--- src/rtl/ov7670_cap_pkg.sv ---
`default_nettype none
// ============================================================================
// Module   : ov7670_cap_pkg
// Purpose  : Shared state encoding, parameter defaults and pixel packing
//            helper for the OV7670 RGB444 capture block.
// Ports    : none (package)
// Revision : 1.0 - initial release
// ============================================================================
package ov7670_cap_pkg;

   localparam int MAX_ADDRESS_DEF = 30720;   // 160x192 frame buffer
   localparam int ADDR_W_DEF      = 15;

   typedef enum logic [1:0] {
      ST_IDLE       = 2'd0,
      ST_WAIT_FRAME = 2'd1,
      ST_CAPTURE    = 2'd2
   } cap_state_t;

   // First camera byte carries R in its low nibble, second byte is {G,B}.
   function automatic logic [11:0] rgb444_pack(input logic [3:0] red,
                                                input logic [7:0] green_blue);
      return {red, green_blue};
   endfunction

endpackage
`default_nettype wire

--- src/rtl/rgb444_pixel_assembler.sv ---
`default_nettype none
// ============================================================================
// Module   : rgb444_pixel_assembler
// Purpose  : Pairs camera bytes into 12-bit RGB444 pixels. Tracks the byte
//            phase while HREF is high; an unpaired byte at HREF fall is lost.
// Ports    : clk, rst      - clock, synchronous active-high reset
//            clear         - frame start, forces phase 0
//            active        - high while the capture FSM is in CAPTURE
//            href, data    - registered camera line-valid and byte
//            pix_valid     - high in the cycle the second byte is presented
//            pix           - assembled {R,G,B}, valid with pix_valid
// Revision : 1.0 - initial release
// ============================================================================
module rgb444_pixel_assembler
   import ov7670_cap_pkg::*;
(
   input  logic        clk,
   input  logic        rst,
   input  logic        clear,
   input  logic        active,
   input  logic        href,
   input  logic [7:0]  data,
   output logic        pix_valid,
   output logic [11:0] pix
);

   logic       phase;
   logic [3:0] red;

   always_ff @(posedge clk) begin
      if (rst || clear) begin
         phase <= 1'b0;
         red   <= 4'd0;
      end else if (active && href) begin
         phase <= ~phase;
         if (!phase) begin
            red <= data[3:0];
         end
      end else begin
         // HREF low (or not capturing) drops any half pixel
         phase <= 1'b0;
      end
   end

   assign pix_valid = active & href & phase;
   assign pix       = rgb444_pack(red, data);

endmodule
`default_nettype wire

--- src/rtl/ov7670_capture.sv ---
`default_nettype none
// ============================================================================
// Module   : ov7670_capture
// Purpose  : Captures RGB444 frames from an OV7670 camera into a BRAM write
//            port. Armed by an ENABLE_I rising edge, starts on VSYNC fall,
//            ends on VSYNC rise with a one-cycle FRAME_DONE_O pulse.
//            Writes beyond MAX_ADDRESS_P pixels in a frame are dropped.
// Ports    : CLK_25_I, RST_I        - PCLK, synchronous active-high reset
//            ENABLE_I               - arm on rising edge
//            CAM_VSYNC_I/HREF_I/DATA_I - camera interface
//            PXL_O, ADDRESS_O, WR_EN_O - BRAM write port
//            FRAME_DONE_O, BUSY_O   - status
// Config   : OV7670_CAPTURE_TEST_PATTERN_EN - when defined, pixel data is
//            replaced by an address-derived pattern.
// Revision : 1.0 - initial release
// ============================================================================
module ov7670_capture
   import ov7670_cap_pkg::*;
#(
   parameter int MAX_ADDRESS_P = MAX_ADDRESS_DEF,
   parameter int ADDR_W_P      = ADDR_W_DEF
)(
   input  logic                CLK_25_I,
   input  logic                RST_I,
   input  logic                ENABLE_I,
   input  logic                CAM_VSYNC_I,
   input  logic                CAM_HREF_I,
   input  logic [7:0]          CAM_DATA_I,
   output logic [11:0]         PXL_O,
   output logic [ADDR_W_P-1:0] ADDRESS_O,
   output logic                WR_EN_O,
   output logic                FRAME_DONE_O,
   output logic                BUSY_O
);

   // One extra bit so the count can reach MAX_ADDRESS_P without wrapping.
   localparam logic [ADDR_W_P:0] MAX_CNT = (ADDR_W_P+1)'(MAX_ADDRESS_P);

   logic         vsync_r, href_r, enable_r;
   logic [7:0]   data_r;
   logic         vsync_d, enable_d;
   logic [1:0]   warm;
   logic         enable_rise, vsync_fall, vsync_rise;

   cap_state_t   state, state_nxt;
   logic         frame_start, frame_done_nxt;

   logic [ADDR_W_P:0] count;
   logic         pix_valid, write;
   logic [11:0]  asm_pix, pix_data;

   // Input registers plus one history stage for edge detection.
   always_ff @(posedge CLK_25_I) begin
      if (RST_I) begin
         vsync_r  <= 1'b0;
         href_r   <= 1'b0;
         enable_r <= 1'b0;
         data_r   <= 8'd0;
         vsync_d  <= 1'b0;
         enable_d <= 1'b0;
         warm     <= 2'b00;
      end else begin
         vsync_r  <= CAM_VSYNC_I;
         href_r   <= CAM_HREF_I;
         enable_r <= ENABLE_I;
         data_r   <= CAM_DATA_I;
         vsync_d  <= vsync_r;
         enable_d <= enable_r;
         warm     <= {warm[0], 1'b1};
      end
   end

   // enable_d only holds a real post-reset sample once warm[1] is set, so an
   // ENABLE_I level held through reset never looks like a rising edge.
   assign enable_rise = enable_r & ~enable_d & warm[1];
   assign vsync_fall  = vsync_d & ~vsync_r;
   assign vsync_rise  = vsync_r & ~vsync_d;

   always_ff @(posedge CLK_25_I) begin
      if (RST_I) begin
         state <= ST_IDLE;
      end else begin
         state <= state_nxt;
      end
   end

   always_comb begin
      state_nxt      = state;
      frame_start    = 1'b0;
      frame_done_nxt = 1'b0;
      case (state)
         ST_IDLE: begin
            if (enable_rise) state_nxt = ST_WAIT_FRAME;
         end
         ST_WAIT_FRAME: begin
            if (vsync_fall) begin
               state_nxt   = ST_CAPTURE;
               frame_start = 1'b1;
            end
         end
         ST_CAPTURE: begin
            if (vsync_rise) begin
               frame_done_nxt = 1'b1;
               state_nxt      = enable_r ? ST_WAIT_FRAME : ST_IDLE;
            end
         end
         default: state_nxt = ST_IDLE;
      endcase
   end

   rgb444_pixel_assembler u_asm (
      .clk       (CLK_25_I),
      .rst       (RST_I),
      .clear     (frame_start),
      .active    (state == ST_CAPTURE),
      .href      (href_r),
      .data      (data_r),
      .pix_valid (pix_valid),
      .pix       (asm_pix)
   );

`ifdef OV7670_CAPTURE_TEST_PATTERN_EN
   assign pix_data = {count[3:0], count[7:4], count[11:8]};
`else
   assign pix_data = asm_pix;
`endif

   assign write = pix_valid && (count < MAX_CNT);

   always_ff @(posedge CLK_25_I) begin
      if (RST_I) begin
         count        <= '0;
         PXL_O        <= 12'd0;
         ADDRESS_O    <= '0;
         WR_EN_O      <= 1'b0;
         FRAME_DONE_O <= 1'b0;
      end else begin
         WR_EN_O      <= 1'b0;
         FRAME_DONE_O <= frame_done_nxt;
         if (frame_start) begin
            count <= '0;
         end else if (write) begin
            count     <= count + 1'b1;
            WR_EN_O   <= 1'b1;
            ADDRESS_O <= count[ADDR_W_P-1:0];
            PXL_O     <= pix_data;
         end
      end
   end

   assign BUSY_O = (state != ST_IDLE);

endmodule
`default_nettype wire

--- config.mk ---
export PLATFORM = sky130hd
export DESIGN_NAME = ov7670_capture
export DESIGN_NICKNAME = d
export VERILOG_FILES = /design/src/rtl/ov7670_cap_pkg.sv /design/src/rtl/rgb444_pixel_assembler.sv /design/src/rtl/ov7670_capture.sv
export SDC_FILE = /design/constraint.sdc
export NUM_CORES = 1
export LEC_CHECK = 0
export CAP_MARGIN = 20
export CORE_MARGIN = 1.5
export CORE_UTILIZATION = 55
export CTS_BUF_LIST = sky130_fd_sc_hd__clkbuf_8 sky130_fd_sc_hd__clkbuf_16
export CTS_CLUSTER_SIZE = 14
export DETAILED_ROUTE_END_ITERATION = 8
export PLACE_DENSITY = 0.79
export SKIP_CTS_REPAIR_TIMING = 1
export SLEW_MARGIN = 15
export SYNTH_ARGS = -nofsm -noshare
export SYNTH_HDL_FRONTEND = slang
export SYNTH_SLANG_ARGS = --single-unit
--- constraint.sdc ---
create_clock -name CLK_25_I -period 4.3 [get_ports CLK_25_I]
set_input_delay 0.43 -clock CLK_25_I [delete_from_list [all_inputs] [get_ports CLK_25_I]]
set_output_delay 0.43 -clock CLK_25_I [all_outputs]
set_load 0.05 [all_outputs]
**Yosys cells after proc, flatten, opt, wreduce, memory -nomap -nowiden**

Cells that the tools add are included.

- Bits in registers: 67
- Input port bits: 13
- Output and inout bits: 30
- Logic and storage cells: 57

- Add/sub/neg operators: 1
- Magnitude comparators: 1
- Equal/unequal tests: 5
- Muxes and demuxes: 10
- Bitwise gates (word level): 13
- Reduce and logical (&&, ||, !) cells: 11

Operators by type and width:

| operator | count |
|---|---|
| $add 16x1->16 const B | 1 |
| $lt 16x15->1 const B | 1 |
| $not 1->1 | 7 |
| $and 1x1->1 | 6 |
| $mux 1 | 6 |
| $mux 2 | 3 |
| $ne 2x2->1 const B | 3 |
| $pmux 2 s3 | 1 |
| $reduce_or 2->1 | 3 |
| $reduce_and 2->1 | 2 |
| $reduce_and 3->1 | 1 |
| $eq 2x1->1 const B | 1 |
| $eq 2x2->1 const B | 1 |
| $logic_and 1x1->1 | 2 |
| $logic_not 2->1 | 1 |
| $reduce_bool 2->1 | 1 |
| $logic_or 1x1->1 | 1 |

**Depth between registers and ports, before layout**

- Depth after elaboration: 6
- Depth in mapped cells: 6
- Gate-level depth less buffers: 5

**Hierarchy**

Synthesis repeated with hierarchy kept, for this count alone.

- Cell total of the unflattened synthesis: 282
- Area total of the unflattened synthesis: 2600.0 um^2

By module, submodules not included:

| module | times used | cells each | area an instance (um^2) | seq. area each (um^2) |
|---|---|---|---|---|
| ov7670_capture | 1 | 251 | 2269.7 | 1241.2 |
| rgb444_pixel_assembler | 1 | 31 | 330.3 | 100.1 |

**Least setup slack after synthesis**

OpenSTA, ideal clock, no wires.

- Path kind: reg-to-reg
- From: reg state[0]
- To: reg count[10]
- Library setup time: 0.070 ns
- Arrival: 1.504 ns
- Required time: 4.230 ns
- Slack: 2.727 ns
- Stages on the path, launching flop included: 6
- Buffers on the path: 1
- Period minus slack after synthesis: 1.573 ns
- Path through: dfxtp_1 and4b_4 nand2_2 buf_6 or4_1 a21oi_1

- Cells in the longest elaborated chain, start to end: 4
- Elaborated cells between the ends (all ways): 7
- Those cells by class: eq/ne (2); mux (1); bitwise (2); reduce/logical (2)

Ends and longest elaborated chain:

| what | RTL line | RTL |
|---|---|---|
| from (decl) | ov7670_capture.sv:45 | `cap_state_t state, state_nxt;` |
| from (signal assigned) | ov7670_capture.sv:83 | `state <= state_nxt;` |
| $eq 2x2->1 | ov7670_capture.sv:115 | `.active (state == ST_CAPTURE),` |
| $and 1x1->1 (2 in a row) | rgb444_pixel_assembler.sv:45 | `assign pix_valid = active & href & phase;` |
| $logic_and 1x1->1 | ov7670_capture.sv:128 | `assign write = pix_valid && (count < MAX_CNT);` |
| to (signal assigned) | ov7670_capture.sv:143 | `count <= count + 1'b1;` |
| to (decl) | ov7670_capture.sv:48 | `logic [ADDR_W_P:0] count;` |

Several ways; a longest one is shown, not always the timed one.
A chain may end at the register's enable or synchronous reset.

**Worst setup path after layout**

- From: reg state[1]
- To: out BUSY_O

- Cells in the longest elaborated chain, start to end: 1

Ends and longest elaborated chain:

| what | RTL line | RTL |
|---|---|---|
| $reduce_bool 2->1 | ov7670_capture.sv:151 | `assign BUSY_O = (state != ST_IDLE);` |
| to (decl) | ov7670_capture.sv:33 | `output logic BUSY_O` |

No other way between the ends.

==> metrics.txt <==
outcome=finished clean; vias per cell=5.36; #FFs+latches synth=67; Clk network pwr share=40.5%; count of cell types in the netlist=42; Crit. End Element=output port; r2r worst-path depth=4; FF/Latch Area=1340 µm²; maxcap violations=0; number of synthesized flops with an enable pin=0; GRT overflow=0; fraction of final layout cells sized beyond drive strength 1=6.94%; Least-Margin Pin Slew=0.714 ns; P per Cell Area=363 nW/µm²; ant diodes=0; register area share after synthesis=54.2%; drt total wl=4.65 mm; routed length on met2=2.19 mm; worst rel slew slack=52.2%; Layout Cells excl Fill=369; leading area contributor after synthesis=dfxtp_1; maximum clock path buffer count=2; cts bufs inserted=9; Net Sw Frac=21.5%; combinational share of power=3.0%; Max Used Layer=met4; period utilization=50.9%; Max IR drop VDD=0.219 mV; Net count, final=326; Clock Skew=0.0105 ns; GP Congestion=0.848; Leakage=1.06 nW; Root Buffer=clkbuf_8; Final ANT Viol Nets=0; Critical Path RT=3.87 ns; post-route minimum period=2.19 ns; Max Freq=457 MHz; Multi-input gate area=1060 µm²; Inst Count DP=353; initial antenna violation count=0; vias in the first global route=1766; Internal Power=0.878 mW; R2R setup slack=2.23 ns; slowest cell delay on critical path=0.80 ns; Syn Inst Count=274; Fin. Hold Viols=0; Chip Height=70.1 µm; Post-synth top flop=dfxtp_1; Sink Count=67; Setup Viol. Count Final=0; Die Area=4910 µm²; post-synthesis instance area=2470 µm²; via count=1976; Routed wire per std cell=12.6 µm; area share of the largest cell type after synthesis=54.2%; RSZ-0062 raised after global routing=no; Initial DRC Count=136; IO Pins=43; Initial Util=56.8%; crit start category=register; Setup TNS=0 ns; worst hold slack=0.435 ns; drt drc=0; Slew Limit Fails=0; # port buffers=42; row cnt=24; WL met3=163 µm; WS Path Type=reg2out; Clk pin slew, worst setup/hold paths=0.06 ns; top cells by area, synth=dfxtp_1 54%, nand2_1 9.4%, a21oi_1 6.7%; M1 WL=2.27 mm; Post-Syn Nets=288; Total Routing Usage GR=20.2%; Cells on Worst Hold Path=1; Fillers=363; global-route wire length before repair=7.86 mm; Ys Warns=0; Placeable Area=4350 µm²; largest net degree at the start of global routing=51; CP arrival=1.76 ns; Clock H-tree levels=3; Die Width=70.1 µm; Post-DP HPWL=2.86 mm; CP Cell Sequence=or2_2 -> clkdlybuf4s50_1; Tightest Hold Check Type=reg2reg; Pre-antenna DRT Iters=5; fraction of registers with async set/reset=0%; later-pin clock latency in the skew report=0.33 ns; CP max-delay cell=clkdlybuf4s50_1; Psw=0.241 mW; TritonCTS clock tree=done; area delta synth->final=24.5%; Max FO, Critical Path=9; syn avg cell area=9.03 µm²; Sequential Power Share=56.5%
[cells by family (layout without fill, tap and decap cells)]
logic type | after synthesis | count (layout) | synth area share (%)
compound gates | 42 | 42 | 10.4
xor+xnor | 6 | 6 | 2.12
fa+ha+maj | 1 | 1 | 0.505
buf+inv | 20 | 63 | 3.39
flops | 67 | 67 | 54.2
mux | 7 | 7 | 2.83
simple gates | 131 | 131 | 26.5
[metrics by stage]
step	cell area, µm²	power (mW)	util (%)	setup WS, ns
finish	3080	1.12	70.7	2.11
global route	3080	1.16	70.7	2.05
CTS	3080	1.13	70.6	2.10
detailed placement	2900	0.680	66.7	1.98
global placement	2900	0.679	66.6	2.01
floorplan	2470	0.664	-	2.73
[power by group through the flow]
stage,clock network (mW),logic [mW],registers [mW]
2_1_floorplan,0,0.0189,0.645
3_3_place_gp,0,0.0328,0.646
3_5_place_dp,0,0.0339,0.646
4_1_cts,0.462,0.0340,0.632
5_1_grt,0.487,0.0367,0.632
6_report,0.454,0.0336,0.632
[state kept, by name (all words and copies together) (netlist names)]
register / cells
enable_d: 1
WR_EN_O: 1
vsync_d: 1
warm: 2
enable_r: 1
ADDRESS_O: 15
data_r: 8
state: 2
u_asm.red: 4
FRAME_DONE_O: 1
u_asm.phase: 1
count: 16
vsync_r: 1
PXL_O: 12
href_r: 1
[final timing paths]
kind / end / start
setup / recovery: BUSY_O / state[1]
hold / removal: warm[1] / warm[0]
setup reg to reg: count[9] / state[1]
hold reg to reg: warm[1] / warm[0]
[per-layer routing]
| metal | vias to the layer above | GRT usage, % |
|---|---|---|
| li1 | 1010 | - |
| met1 | 930 | 25.9 |
| met2 | 34 | 31.5 |
| met3 | 2 | 6.06 |
| met4 | 0 | 8.97 |
| met5 | - | 0 |
[cell usage after synthesis, types with 2 or more instances]
cell type	instances
nand3_1	8
and4_1	2
a21oi_1	33
buf_1	3
nor3_1	2
nor4b_1	2
mux2i_1	7
xor2_1	2
or4_1	4
nor2b_1	13
xnor2_1	4
inv_1	3
nor4_1	3
o31ai_1	3
dfxtp_1	67
or3_1	3
nor2_1	15
nand4_1	3
clkbuf_1	12
and2_1	2
nand2_1	62
[layout make-up]
cell class	count	area share, %
Timing Repair Buffer	44	14.1
Clock inverter	5	0.690
Tap cell	52	2.11
Multi-Input combinational cell	187	34.3
Clock buffer	11	4.91
Inverter	3	0.366
Sequential cell	67	43.5
[placed cells by master (no fill, tap or decap), types with 2 or more instances in the layout]
cell,synthesis,layout
and4_1,2,2
nand4_1,3,3
inv_1,3,6
dfxtp_1,67,67
xnor2_1,4,4
o31ai_1,3,3
nand2_1,62,62
nor4b_1,2,2
nand3_1,8,8
nor4_1,3,3
clkdlybuf4s50_1,0,42
clkinv_2,0,2
xor2_1,2,2
clkbuf_8,0,11
a21oi_1,33,33
and2_1,2,2
nor2_1,15,14
nor2b_1,13,13
or4_1,4,4
or3_1,3,3
nor3_1,2,2
mux2i_1,7,7
[worst max-delay path, delay by kind of cell (launching register included)]
kind,cells,cell delay (ns)
buf+inv,1,0.80
flops,1,0.45
simple gates,1,0.18
(Power assumes the default switching activity.)
